**src/rtl/clock_divider_bank.sv**
```systemverilog
// -----------------------------------------------------------------------------
// clock_divider_bank
//   N_CH independent programmable 50%-duty clock dividers running off clk_in.
//   Each channel toggles clk_out every 'half' enabled cycles and pulses tick on
//   every rising edge of its clk_out. A new half-period is loaded into a pending
//   register and only applied at a period boundary (falling edge), when the
//   channel is stopped, or on a global sync, so outputs never produce runts.
//
// Ports:
//   clk_in   in   system clock, rising edge
//   rst_n    in   asynchronous active-low reset
//   enable   in   global run enable; low freezes counters and outputs
//   sync     in   re-phases all channels and applies any pending half values
//   load     in   [N_CH] per-channel reload strobe
//   half_in  in   [N_CH*CNT_W] new half-periods, channel i at [i*CNT_W +: CNT_W]
//   clk_out  out  [N_CH] divided clocks (registered)
//   tick     out  [N_CH] one-cycle pulse in the first cycle clk_out[i] is high
//   busy     out  [N_CH] reload captured but not yet applied
// -----------------------------------------------------------------------------
module clock_divider_bank #(
    parameter int unsigned N_CH     = 3,
    parameter int unsigned CNT_W    = 16,
    parameter int unsigned DEF_HALF = 2500
) (
    input  logic                    clk_in,
    input  logic                    rst_n,
    input  logic                    enable,
    input  logic                    sync,
    input  logic [N_CH-1:0]         load,
    input  logic [N_CH*CNT_W-1:0]   half_in,
    output logic [N_CH-1:0]         clk_out,
    output logic [N_CH-1:0]         tick,
    output logic [N_CH-1:0]         busy
);

    localparam logic [CNT_W-1:0] DEF_HALF_W = CNT_W'(DEF_HALF);
    localparam logic [CNT_W-1:0] ONE        = CNT_W'(1);

    for (genvar g = 0; g < N_CH; g++) begin : g_ch
        logic [CNT_W-1:0] cnt;
        logic [CNT_W-1:0] half_q;
        logic [CNT_W-1:0] pend;
        logic             stopped;
        logic             terminal;

        assign stopped  = (half_q == '0);
        assign terminal = (cnt == half_q - ONE);

        // The load capture sits after the apply logic so that a load landing on
        // an apply point replaces pend/busy after the old pending value is used.
        always_ff @(posedge clk_in or negedge rst_n) begin
            if (!rst_n) begin
                cnt        <= '0;
                half_q     <= DEF_HALF_W;
                pend       <= '0;
                clk_out[g] <= 1'b0;
                tick[g]    <= 1'b0;
                busy[g]    <= 1'b0;
            end else begin
                tick[g] <= 1'b0;
                if (sync) begin
                    cnt        <= '0;
                    clk_out[g] <= 1'b0;
                    if (busy[g]) begin
                        half_q  <= pend;
                        busy[g] <= 1'b0;
                    end
                end else if (stopped) begin
                    cnt        <= '0;
                    clk_out[g] <= 1'b0;
                    if (enable && busy[g]) begin
                        half_q  <= pend;
                        busy[g] <= 1'b0;
                    end
                end else if (enable) begin
                    if (terminal) begin
                        cnt        <= '0;
                        clk_out[g] <= ~clk_out[g];
                        tick[g]    <= ~clk_out[g];
                        // Falling edge is the only running-channel boundary.
                        if (clk_out[g] && busy[g]) begin
                            half_q  <= pend;
                            busy[g] <= 1'b0;
                        end
                    end else begin
                        cnt <= cnt + ONE;
                    end
                end

                if (load[g]) begin
                    pend    <= half_in[g*CNT_W +: CNT_W];
                    busy[g] <= 1'b1;
                end
            end
        end
    end

endmodule

```
**config.mk**
```make
export PLATFORM = sky130hd
export DESIGN_NAME = clock_divider_bank
export DESIGN_NICKNAME = d
export VERILOG_FILES = /design/src/rtl/clock_divider_bank.sv
export SDC_FILE = /design/constraint.sdc
export NUM_CORES = 1
export LEC_CHECK = 0
export ABC_AREA = 1
export CAP_MARGIN = 10
export CORE_UTILIZATION = 30
export CTS_BUF_LIST = sky130_fd_sc_hd__clkbuf_4
export DETAILED_ROUTE_END_ITERATION = 16
export GPL_ROUTABILITY_DRIVEN = 0
export SYNTH_ARGS = -nofsm -noshare
export SYNTH_HDL_FRONTEND = slang
export SYNTH_SLANG_ARGS = --single-unit
```
**constraint.sdc**
```tcl
create_clock -name clk_in -period 2.9 [get_ports clk_in]
set_input_delay 0.435 -clock clk_in [delete_from_list [all_inputs] [get_ports clk_in]]
set_output_delay 0.435 -clock clk_in [all_outputs]
set_load 0.1 [all_outputs]
```
; Yosys cells after proc, flatten, opt, wreduce, memory -nomap -nowiden
; Index checks and enable logic that the tools add are counted.
[classes]
add_sub_neg = 6
n_eq_ne = 12
mux = 78
n_bitwise = 3
n_reduce_logical = 36
[op_table]
columns = op, n
row1 = 16-bit 2-to-1 mux, 33
row2 = 16-bit by 1-bit adder with 16-bit output (second input constant), 3
row3 = 16-bit == test, 3
row4 = 16-bit logical NOT, 3
row5 = 16-bit by 1-bit subtractor with 16-bit output (second input constant), 3
row6 = 1-bit 2-to-1 mux, 45
row7 = 4-bit nonzero test, 9
row8 = 3-bit nonzero test, 9
row9 = 5-bit AND reduction, 3
row10 = 4-bit by 3-bit inequality test with 1-bit output (second input constant), 3
row11 = 4-bit AND reduction, 3
row12 = 3-bit by 2-bit inequality test with 1-bit output (second input constant), 3
row13 = 1-bit logical AND, 6
row14 = 2-bit by 1-bit inequality test with 1-bit output (second input constant), 3
row15 = 2-bit AND reduction, 3
row16 = 1-bit inverter, 3
[word_totals]
reg_bits = 153
input_bits = 55
out_inout_bits = 9
elab_cells = 153

; Depth between registers and ports, before layout
; Gate-level depths: netlist of run 1.
[depth]
depth_word = 7
mapped_depth = 19
ltp_nobuf = 18

; Least setup slack after synthesis of run 1
; No wires, ideal clock.
[synth_timing]
kind = register to register
from = register busy[1]
to = register g_ch[1].half_q[10]
setup_time_ps = 66
t_arrival_ps = 2033
t_required_ps = 2834
setup_slack_ps = 801
stages_incl_launch_ff = 6
path_buffers = 1
synth_period_minus_slack_ps = 2099
cell_sequence = dfrtp_1 -> inv_1 -> o21ai_1 -> clkbuf_1 -> nand4_1 -> nand2_1
[synth_between]
elab_chain_len = 3
word_cells_on_any_way = 6
classes_between = eq/ne: 2 / reduce/logical: 4
[synth_lines]
columns = element, line_no
row1 = from (decl), 33  ; output logic [N_CH-1:0] busy
row2 = "from (signal, indexed assignment)", 58  ; busy[g] <= 1'b0;
row3 = "from (signal, indexed assignment)", 66  ; busy[g] <= 1'b0;
row4 = "from (signal, indexed assignment)", 73  ; busy[g] <= 1'b0;
row5 = 1-bit logical AND (on tied branches), "71, 81"
row6 = 3-bit by 2-bit inequality test with 1-bit output (no source line) / 3-bit nonzero test (equally long branches), --
row7 = 5-bit AND reduction (no source line) (*), --
row8 = to (signal assigned), 65  ; half_q <= pend;
row9 = to (signal assigned), 72  ; half_q <= pend;
row10 = to (signal assigned), 82  ; half_q <= pend;
row11 = to (decl), 41  ; logic [CNT_W-1:0] half_q;
; Every way passes the cells marked *; elsewhere a longest branch is shown, timed or not.
; A chain may end at the register's enable or synchronous reset.

; Worst setup path after layout of run 1
[layout_timing]
from = register g_ch[2].half_q[0]
to = register g_ch[2].half_q[4]
[layout_between]
elab_chain_len = 4
word_cells_on_any_way = 10
classes_between = add/sub: 1 / eq/ne: 2 / mux: 2 / reduce/logical: 5
[layout_lines]
columns = element, line_no
row1 = from (decl), 41
row2 = from (signal assigned), 65
row3 = from (signal assigned), 72
row4 = from (signal assigned), 82
row5 = 16-bit by 1-bit subtractor with 16-bit output, 47  ; assign terminal = (cnt == half_q - ONE);
row6 = 16-bit == test, 47
row7 = 3-bit nonzero test (no source line), --
row8 = 5-bit AND reduction (no source line), --
; Several ways; a longest one is shown, not always the timed one.

==> run summary, run 1 <==
Share of cells above drive strength 1: 0.0804
Synth cell types: 41
Initial antenna violation count: 1
Power Density: 565 nW/µm²
EDFF count, synth: 0
DRC: 0
CTS Buf Count: 17
Yosys warning count: 0
Max cap viols: 0
Final Util: 0.351
H-tree depth: 4
Mapped Nets: 1333
Largest family of logic cells by synthesized area: simple AND/OR/NAND/NOR gates
Top delay family on crit path: simple AND/OR/NAND/NOR gates
Reg2Reg Depth: 15
Asr flop ratio synth: 1.00
Routed via count: 8013
Post-Layout Cell Count: 1747
Adder-cell share of the synthesized area: 0.00834
Die Area: 30700 µm²
Vert. Die Dim: 175 µm
Bufs and invs on worst path: 1
Mux contribution to synthesized area: 0.00111
Mapped Cells: 1272
Yosys reg bits: 153
Hpwl dp: 16400 µm
Worst path max stage delay: 0.47 ns
Worst Tran Pin Value: 0.560 ns
R2r endpoint: g_ch[2].half_q[4]
Placed inst area: 10100 µm²
Area Overhead vs Synth: 15.3%
Slew Viols, Final: 0
GRT overflow: 0
Register-to-Register Setup Slack: 0.35 ns
Simple-gate share of the synthesized area: 0.415
Clock tree buffer depth: 2
CTS tree: yes
Drt first pass iters: 4
# resized after CTS: 0
Setup WS post-layout: 0.347 ns
Critical path cell sequence: inv_1 > ha_1 > nand2_2 > nor2_4 > nand3_1 > nand2_1 > nand2_1 > nor2_1 > nand2_1 > nor2_2 > nand3_2 > nand2_4 > nand3_4 > nand2_1 > nand2_1
Fin crit period: 2.55 ns
WS Path Type: register to register
Startpoint Class: register
Layout Skew: 0.0352 ns
Worst Hold Class: input pin to async pin
Site row count: 63
Worst-path fanout max: 23
R2R Path Start: g_ch[2].half_q[0]
Initial Util: 0.304
Crit path required time: 3.38 ns
Worst IR Drop VDD: 208 µV
WP data arrival: 3.03 ns
Final period util: 0.880
RSZ-0062 raised after global routing: no
First-pass GRT wire length: 37500 µm
Synth Area in Compound Gates: 0.0278
Clock Sinks: 153
Overall Global Routing Usage: 0.149
Root Buffer: clkbuf_4
LEAKAGE: 5.02 nW
Final TNS setup: 0 ns
Relative slew slack: 0.626
Detailed Route WL: 21600 µm
Pre-CTS WS: 0.350 ns
Clk_lat worst skew: 0.58 ns
Post-route cell area: 10400 µm²
Most used DFF post-synth: dfrtp_1
Vias in the first global route: 7853
Vias per cell: 4.59
Crit path to: g_ch[2].half_q[4]
Die Wd: 175 µm
Largest net degree at the start of global routing: 57
Dpl cells: 1713
Syn_area_per_cell: 7.07 µm²
DRT iter0 DRCs: 404
Worst setup EP type: register
Launch point of the worst path: g_ch[2].half_q[0]
Reg clk slew, reported paths: 0.16 ns
Most common cell after layout, fill and taps aside: nand2_1
Most frequent CP cell: nand2_1
Synth Cell Area: 9000 µm²
Part of the Yosys area used for sequential elements: 0.428
Slowest stage cell, crit path: dfrtp_1
Final hold violation count: 0
XOR/XNOR Fraction of Synth Area: 0.0492
Stages on the worst setup path: 15
WL per Instance: 12.4 µm
Final Net Count: 1404
Core ar.: 29600 µm²
Commonest cells after routing, fill and taps aside: 495 x nand2_1, 143 x nor2_1, 138 x dfrtp_1
Outcome: complete, no violations
Setup violators final: 0
Final ANT Viol Nets: 0
I/O Buffers: 63
Highest clock rate: 0.392 GHz
Num ports: 64
==> cells by family after synthesis <==
group           count (synthesis)
mux                             1
buf+inv                       156
fa+ha+maj                       6
xor+xnor                       49
compound gates                 47
flops                         153
simple gates                  860
==> per-stage QoR <==
step	hold WS, ns	power [mW]
floorplan	0.139	3.99
global placement	0.383	4.47
detailed placement	0.388	4.50
CTS	0.293	5.92
global route	0.316	6.30
finish	0.316	5.86
==> cell usage after synthesis, drive strengths merged (14+ instances only) <==
master / instances / area share
xnor2: 20 / 0.019
nor3: 18 / 0.011
nor2: 161 / 0.076
nand4: 49 / 0.034
xor2: 28 / 0.027
nand2: 499 / 0.21
o21ai: 26 / 0.015
dfstp: 15 / 0.044
dfrtp: 138 / 0.38
buf: 16 / 0.012
inv: 124 / 0.052
a21oi: 16 / 0.0089
nand3b: 14 / 0.012
nand3: 108 / 0.065
==> flip-flops by register name, indices dropped and copies added, names as in the netlist <==
| name | cells |
|---|---|
| g_ch.cnt | 48 |
| g_ch.pend | 48 |
| clk_out | 3 |
| g_ch.half_q | 48 |
| busy | 3 |
| tick | 3 |
==> area by class of cell <==
class | instances | area [µm²]
antenna | 1 | 2.50
clock buffer | 17 | 128
clock inverter | 15 | 169
fill | 3152 | 19200
inverter | 129 | 484
multi-input combinational | 963 | 4510
sequential | 153 | 3850
tap | 390 | 488
timing repair buffer | 79 | 744
==> how the worst min path moves through the flow <==
| stage | depth (start not counted) | start | endpoint | slack [ns] |
|---|---|---|---|---|
| detailed placement | 1 | rst_n | g_ch[1].cnt[14] | 0.39 |
| CTS | 2 | rst_n | g_ch[0].cnt[14] | 0.29 |
| global placement | 1 | rst_n | g_ch[1].cnt[14] | 0.38 |
| global route | 3 | half_in[12] | g_ch[0].pend[12] | 0.32 |
| floorplan | 0 | rst_n | busy[0] | 0.14 |
| finish | 2 | rst_n | g_ch[1].cnt[15] | 0.32 |
==> repair_timing <==
item,in CTS,in global routing
hold buffers,1,0
setup endpoints to repair,0,0
buffers inserted,0,0
endpoints found under the hold margin,37,0
==> report_power, final <==
group / internal, mW / switching [mW]
logic: 0.643 / 1.16
clock network: 0.403 / 0.985
registers: 2.39 / 0.278
==> metal layers <==
metal / global-route usage / vias to the layer above / part of all wire
li1: - / 4162 / -
met1: 0.207 / 3683 / 0.51
met2: 0.242 / 146 / 0.45
met3: 0.0196 / 22 / 0.031
met4: 0.0457 / 0 / 0.013
met5: 0 / - / 0
Power figures use the tool's default switching activity.
==> run 2: changes to the inputs <==
--- a/config.mk
+++ b/config.mk
@@ -7,6 +7,7 @@
 export LEC_CHECK = 0
 export ABC_AREA = 1
 export CAP_MARGIN = 10
+export CORE_ASPECT_RATIO = 0.5
 export CORE_UTILIZATION = 30
 export CTS_BUF_LIST = sky130_fd_sc_hd__clkbuf_4
 export DETAILED_ROUTE_END_ITERATION = 16
==> run 2 against run 1 <==
Effect of this change:
- final cell count is 0.23% higher
- core utilization grew 0.67 points
- cell area up 0.77%
- fmax up 3.3%
- register-to-register slack better by 0.08 ns
- critical path type unchanged
- power rose by 2.2%
- critical endpoint is now g_ch[1].half_q[10]
- clock skew fell by 0.012 ns
- largest power group unchanged
- non-clock buffer count increased by 3
- worst hold slack better by 0.058 ns
==> run summary, run 2 (same netlist as run 1, synthesis figures left out) <==
Worst setup EP type: register
Routed via count: 7980
Met3 wire len: 711 µm
Post-Layout Cell Count: 1751
Share of cells above drive strength 1: 0.0817
Pre-CTS WS: 0.416 ns
P_sw: 2.25 mW
Worst-path fanout max: 16
Final period util: 0.852
Relative slew slack: 0.546
Die Area: 30700 µm²
CTS Buf Count: 17
Area Overhead vs Synth: 16.2%
Reg2Reg Depth: 15
Largest net degree at the start of global routing: 69
Clock Sinks: 153
Final ANT Viol Nets: 0
Dpl cells: 1717
Initial antenna violation count: 1
Vias per cell: 4.56
Startpoint Class: register
Met2 wire length: 9150 µm
Int Pwr: 3.74 mW
Core ar.: 29200 µm²
Clock tree buffer depth: 2
WS Path Type: register to register
Reg clk slew, reported paths: 0.14 ns
Final TNS setup: 0 ns
Register-to-Register Setup Slack: 0.43 ns
Outcome: complete, no violations
Num ports: 64
Site row count: 44
Highest clock rate: 0.405 GHz
Die Wd: 247 µm
Layout Skew: 0.0233 ns
Most common cell after layout, fill and taps aside: nand2_1
Final Power: 5.99 mW
Overall Global Routing Usage: 0.152
R2R Path Start: g_ch[1].half_q[0]
Root Buffer: clkbuf_4
Crit path required time: 3.37 ns
Setup WS post-layout: 0.429 ns
Drt first pass iters: 5
GRT overflow: 0
Setup violators final: 0
Uppermost layer routed: met4
RSZ-0062 raised after global routing: no
Initial Util: 0.308
DRC: 0
Vert. Die Dim: 124 µm
Power Density: 573 nW/µm²
Final Net Count: 1407
WL per Instance: 12.6 µm
Post-CTS setup buffer count: 0
Hold Worst Slack: 0.375 ns
Clock power frac: 0.255
Sequential Power Share: 0.446
Final hold violation count: 0
Worst IR Drop VDD: 262 µV
Hold Path End: g_ch[2].pend[7]
Fin crit period: 2.47 ns
I/O Buffers: 63
Vias in the first global route: 7460
Clk_lat worst skew: 0.58 ns
Regs by FF count: g_ch.cnt (48), g_ch.half_q (48), g_ch.pend (48)
First-pass GRT wire length: 37600 µm
Hpwl dp: 16900 µm
WP data arrival: 2.94 ns
Launch point of the worst path: g_ch[1].half_q[0]
Worst Tran Pin Value: 0.679 ns
R2r endpoint: g_ch[1].half_q[10]
Switching portion of total power: 0.375
LEAKAGE: 5.06 nW
Max cap viols: 0
DRT iter0 DRCs: 541
Detailed Route WL: 22000 µm
Number of fill cells in the layout: 3122
H-tree depth: 4
Combinational share of power: 0.299
Hold Crit Depth: 3
Multi-input logic area: 4510 µm²
CTS tree: yes
Sequential standard cell area: 3850 µm²
Slew Viols, Final: 0
DRT met1 WL: 11900 µm
HP Start: half_in[39]
Worst Hold Class: input pin to register
Commonest cells after routing, fill and taps aside: 495 x nand2_1, 143 x nor2_1, 138 x dfrtp_1
-- run 2: worst max path at each step --
stage / depth (start not counted) / endpoint / slack (ns)
final: 15 / g_ch[1].half_q[10] / 0.43
after global placement: 10 / g_ch[2].cnt[14] / 0.43
after detailed placement: 10 / g_ch[2].cnt[14] / 0.42
after floorplan: 5 / g_ch[1].half_q[10] / 0.80
after CTS: 15 / g_ch[1].half_q[3] / 0.43
after global routing: 15 / g_ch[1].half_q[10] / 0.09
-- run 2: per-layer routing --
| layer | GRT usage | vias up |
|---|---|---|
| li1 | - | 4180 |
| met1 | 0.226 | 3684 |
| met2 | 0.224 | 98 |
| met3 | 0.0302 | 18 |
| met4 | 0.0374 | 0 |
| met5 | 0 | - |
-- run 2: timing repair --
| action | in CTS | in global routing |
|---|---|---|
| endpoints found under the hold margin | 61 | 0 |
| resized for setup | 0 | 0 |
| hold buffers | 1 | 0 |
-- run 2: through the flow --
stage	area (µm²)	util
finish	10500	0.358
global route	10500	0.358
CTS	10500	0.358
detailed placement	10100	0.346
global placement	10100	0.346
floorplan	9000	-
-- run 2: area by class of cell --
class	count	area share
clock inverter	14	0.0184
multi-input combinational	963	0.432
clock buffer	18	0.0129
sequential	153	0.368
inverter	129	0.0463
timing repair buffer	82	0.0757
tap	391	0.0468
antenna	1	0.000239
-- run 2: critical path, cell delays in order, from the launching register on --
cell and delay (ns):
dfrtp_1 0.46, inv_2 0.12, ha_1 0.21, nand3_2 0.18
nor2_4 0.22, nand3b_1 0.12, nand2_1 0.07, nand2_1 0.07
nor2_1 0.10, nand2_1 0.05, nor2_1 0.10, nand3_1 0.10
nand2_2 0.16, nand3_4 0.21, nand2_1 0.13, nand2_1 0.05
-- run 2: power by group through the flow --
| stage | clock (mW) | sequential (mW) | combinational (mW) |
|---|---|---|---|
| floorplan | 0 | 2.66 | 1.33 |
| global placement | 0 | 2.71 | 1.78 |
| detailed placement | 0 | 2.71 | 1.79 |
| CTS | 1.59 | 2.67 | 1.80 |
| global route | 1.68 | 2.71 | 2.07 |
| finish | 1.53 | 2.67 | 1.79 |
==> run 3: changes to the inputs <==
--- a/config.mk
+++ b/config.mk
@@ -10,8 +10,10 @@
 export CORE_ASPECT_RATIO = 0.5
 export CORE_UTILIZATION = 30
 export CTS_BUF_LIST = sky130_fd_sc_hd__clkbuf_4
+export CTS_CLUSTER_SIZE = 16
 export DETAILED_ROUTE_END_ITERATION = 16
 export GPL_ROUTABILITY_DRIVEN = 0
+export PLACE_DENSITY_LB_ADDON = 0.08
 export SYNTH_ARGS = -nofsm -noshare
 export SYNTH_HDL_FRONTEND = slang
 export SYNTH_SLANG_ARGS = --single-unit
==> constraint.sdc (replaced) <==
create_clock -name clk_in -period 2.18 [get_ports clk_in]
set_input_delay 0.327 -clock clk_in [delete_from_list [all_inputs] [get_ports clk_in]]
set_output_delay 0.327 -clock clk_in [all_outputs]
set_load 0.1 [all_outputs]
==> run 3 against run 2 <==
Effect of this change:
- core utilization increased by 6.9 points
- critical path depth unchanged
- fmax increased by 7.8%
- critical path type unchanged
- die area unchanged
- largest power group is now combinational logic
- register-to-register slack got worse by 0.54 ns
- critical endpoint is now g_ch[1].half_q[1]
- the run now ends with negative setup slack left
==> run summary, run 3 (same netlist as run 1, synthesis figures left out) <==
Final Util: 0.427
Reg clk slew, reported paths: 0.14 ns
I/O Buffers: 63
Crit path required time: 2.70 ns
DRC: 0
Final Net Count: 1543
Final ANT Viol Nets: 0
P_sw: 3.55 mW
Worst IR Drop VDD: 385 µV
Site row count: 44
Clock tree buffer depth: 2
Area Overhead vs Synth: 38.6%
Clock Sinks: 153
Sequential Power Share: 0.384
LEAKAGE: 5.93 nW
Hpwl dp: 20000 µm
Slew Viols, Final: 0
GRT overflow: 0
First-pass GRT wire length: 45200 µm
Highest clock rate: 0.436 GHz
RSZ-0062 raised after global routing: yes
Dpl cells: 1816
Worst setup EP type: register
Max cap viols: 0
Overall Global Routing Usage: 0.186
Final period util: 1.05
Initial Util: 0.308
H-tree depth: 4
Failing checks: negative setup slack
WS Path Type: register to register
Regs by FF count: g_ch.cnt (48), g_ch.half_q (48), g_ch.pend (48)
Detailed Route WL: 27200 µm
Worst Tran Pin Value: 0.487 ns
Startpoint Class: register
Setup WS post-layout: -0.113 ns
Final Power: 9.28 mW
Vias per cell: 4.66
Routed via count: 8788
Clk_lat worst skew: 0.61 ns
R2r endpoint: g_ch[1].half_q[1]
Worst-path fanout max: 8
DRT iter0 DRCs: 460
Layout Skew: 0.0230 ns
CTS Buf Count: 17
Int Pwr: 5.73 mW
Relative slew slack: 0.675
Worst Hold Class: input pin to async pin
Initial antenna violation count: 0
Reg2Reg Depth: 15
Number of fill cells in the layout: 3004
Outcome: finished with violations
R2R Path Start: g_ch[1].half_q[1]
# diodes: 0
Final TNS setup: -3.83 ns
Commonest cells after routing, fill and taps aside: 436 x nand2_1, 133 x dfrtp_1, 129 x buf_4
Root Buffer: clkbuf_4
Combinational share of power: 0.387
Largest net degree at the start of global routing: 45
WL per Instance: 14.4 µm
Core ar.: 29200 µm²
CTS tree: yes
Vert. Die Dim: 124 µm
Die Area: 30700 µm²
Register-to-Register Setup Slack: -0.11 ns
WP data arrival: 2.81 ns
Num ports: 64
Drt first pass iters: 5
Switching portion of total power: 0.382
Final hold violation count: 0
Pre-CTS WS: -0.206 ns
Most common cell after layout, fill and taps aside: nand2_1
Share of cells above drive strength 1: 0.280
Fin crit period: 2.29 ns
Die Wd: 247 µm
Setup violators final: 74
Clock power frac: 0.229
Power Density: 744 nW/µm²
Post-Layout Cell Count: 1886
Vias in the first global route: 8961
==> run 3: changes by cell type in the layout (fill, tap and decap cells not counted), moves of 10 or more <==
cell / previous run / this run
inv_1: 119 / 109
nand2_2: 3 / 54
nand3_1: 103 / 73
nor2_2: 12 / 41
nor2_1: 143 / 102
inv_2: 5 / 15
buf_4: 24 / 129
nand3_2: 3 / 32
buf_12: 3 / 13
nand2_1: 495 / 436
nor2_4: 6 / 19
buf_6: 1 / 14
==> run 3: critical path, stage by stage, from the launching register on <==
cell and delay (ns):
dfrtp_1 0.44, inv_2 0.09, ha_4 0.15, nand3_4 0.12, nor2_4 0.19, buf_6 0.13
nand3_1 0.07, nand3_1 0.12, nand4_1 0.10, nor2_1 0.12, nand3_1 0.12, nand2_4 0.10
buf_6 0.14, nand3_4 0.15, nand2_2 0.12, nand2_2 0.04
==> run 3: layout make-up <==
| type | count | area, µm² | share of cell area |
|---|---|---|---|
| Tap cell | 391 | 489 | 0.0392 |
| Inverter | 129 | 484 | 0.0388 |
| Clock inverter | 14 | 210 | 0.0169 |
| Timing Repair Buffer | 215 | 2030 | 0.163 |
| Sequential cell | 153 | 3850 | 0.309 |
| Clock buffer | 18 | 135 | 0.0108 |
| Multi-Input combinational cell | 966 | 5260 | 0.422 |
==> run 3: power groups by stage <==
stage / Combinational, mW / Sequential (mW) / Clock [mW]
after detailed placement: 2.94 / 3.57 / 0
after CTS: 3.39 / 3.54 / 2.22
after global routing: 4.02 / 3.62 / 2.34
after global placement: 2.91 / 3.57 / 0
final: 3.60 / 3.56 / 2.12
after floorplan: 1.77 / 3.53 / 0
==> run 3: how the worst max path moves through the flow <==
stage / start / to / cells after the start
after floorplan: busy[1] / g_ch[1].half_q[10] / 5
after global placement: g_ch[1].half_q[1] / g_ch[1].half_q[1] / 15
after detailed placement: g_ch[1].half_q[1] / g_ch[1].half_q[15] / 14
after CTS: g_ch[1].half_q[1] / g_ch[1].half_q[0] / 18
after global routing: g_ch[2].half_q[4] / g_ch[2].half_q[4] / 15
final: g_ch[1].half_q[1] / g_ch[1].half_q[1] / 15
==> run 3: what timing repair did <==
item,in CTS,in global routing
setup buffers,28,6
hold endpoints to repair,68,0
gates cloned,5,2
setup endpoints to repair,101,103
hold buffers,1,0
pin swaps,34,56
resized for setup,109,136
==> run 3: stage by stage <==
step | cell area (µm²) | hold slack, ns
after CTS | 12000 | 0.165
after detailed placement | 10900 | 0.303
after global routing | 12500 | 0.169
after floorplan | 9000 | 0.0314
final | 12500 | 0.201
after global placement | 10900 | 0.306
==> run 3: per-layer routing <==
layer,wire [µm],GRT usage,up-vias
li1,-,-,4451
met1,12300,0.232,4207
met5,0,0,-
met3,744,0.0388,29
met4,512,0.0443,0
met2,13700,0.326,101
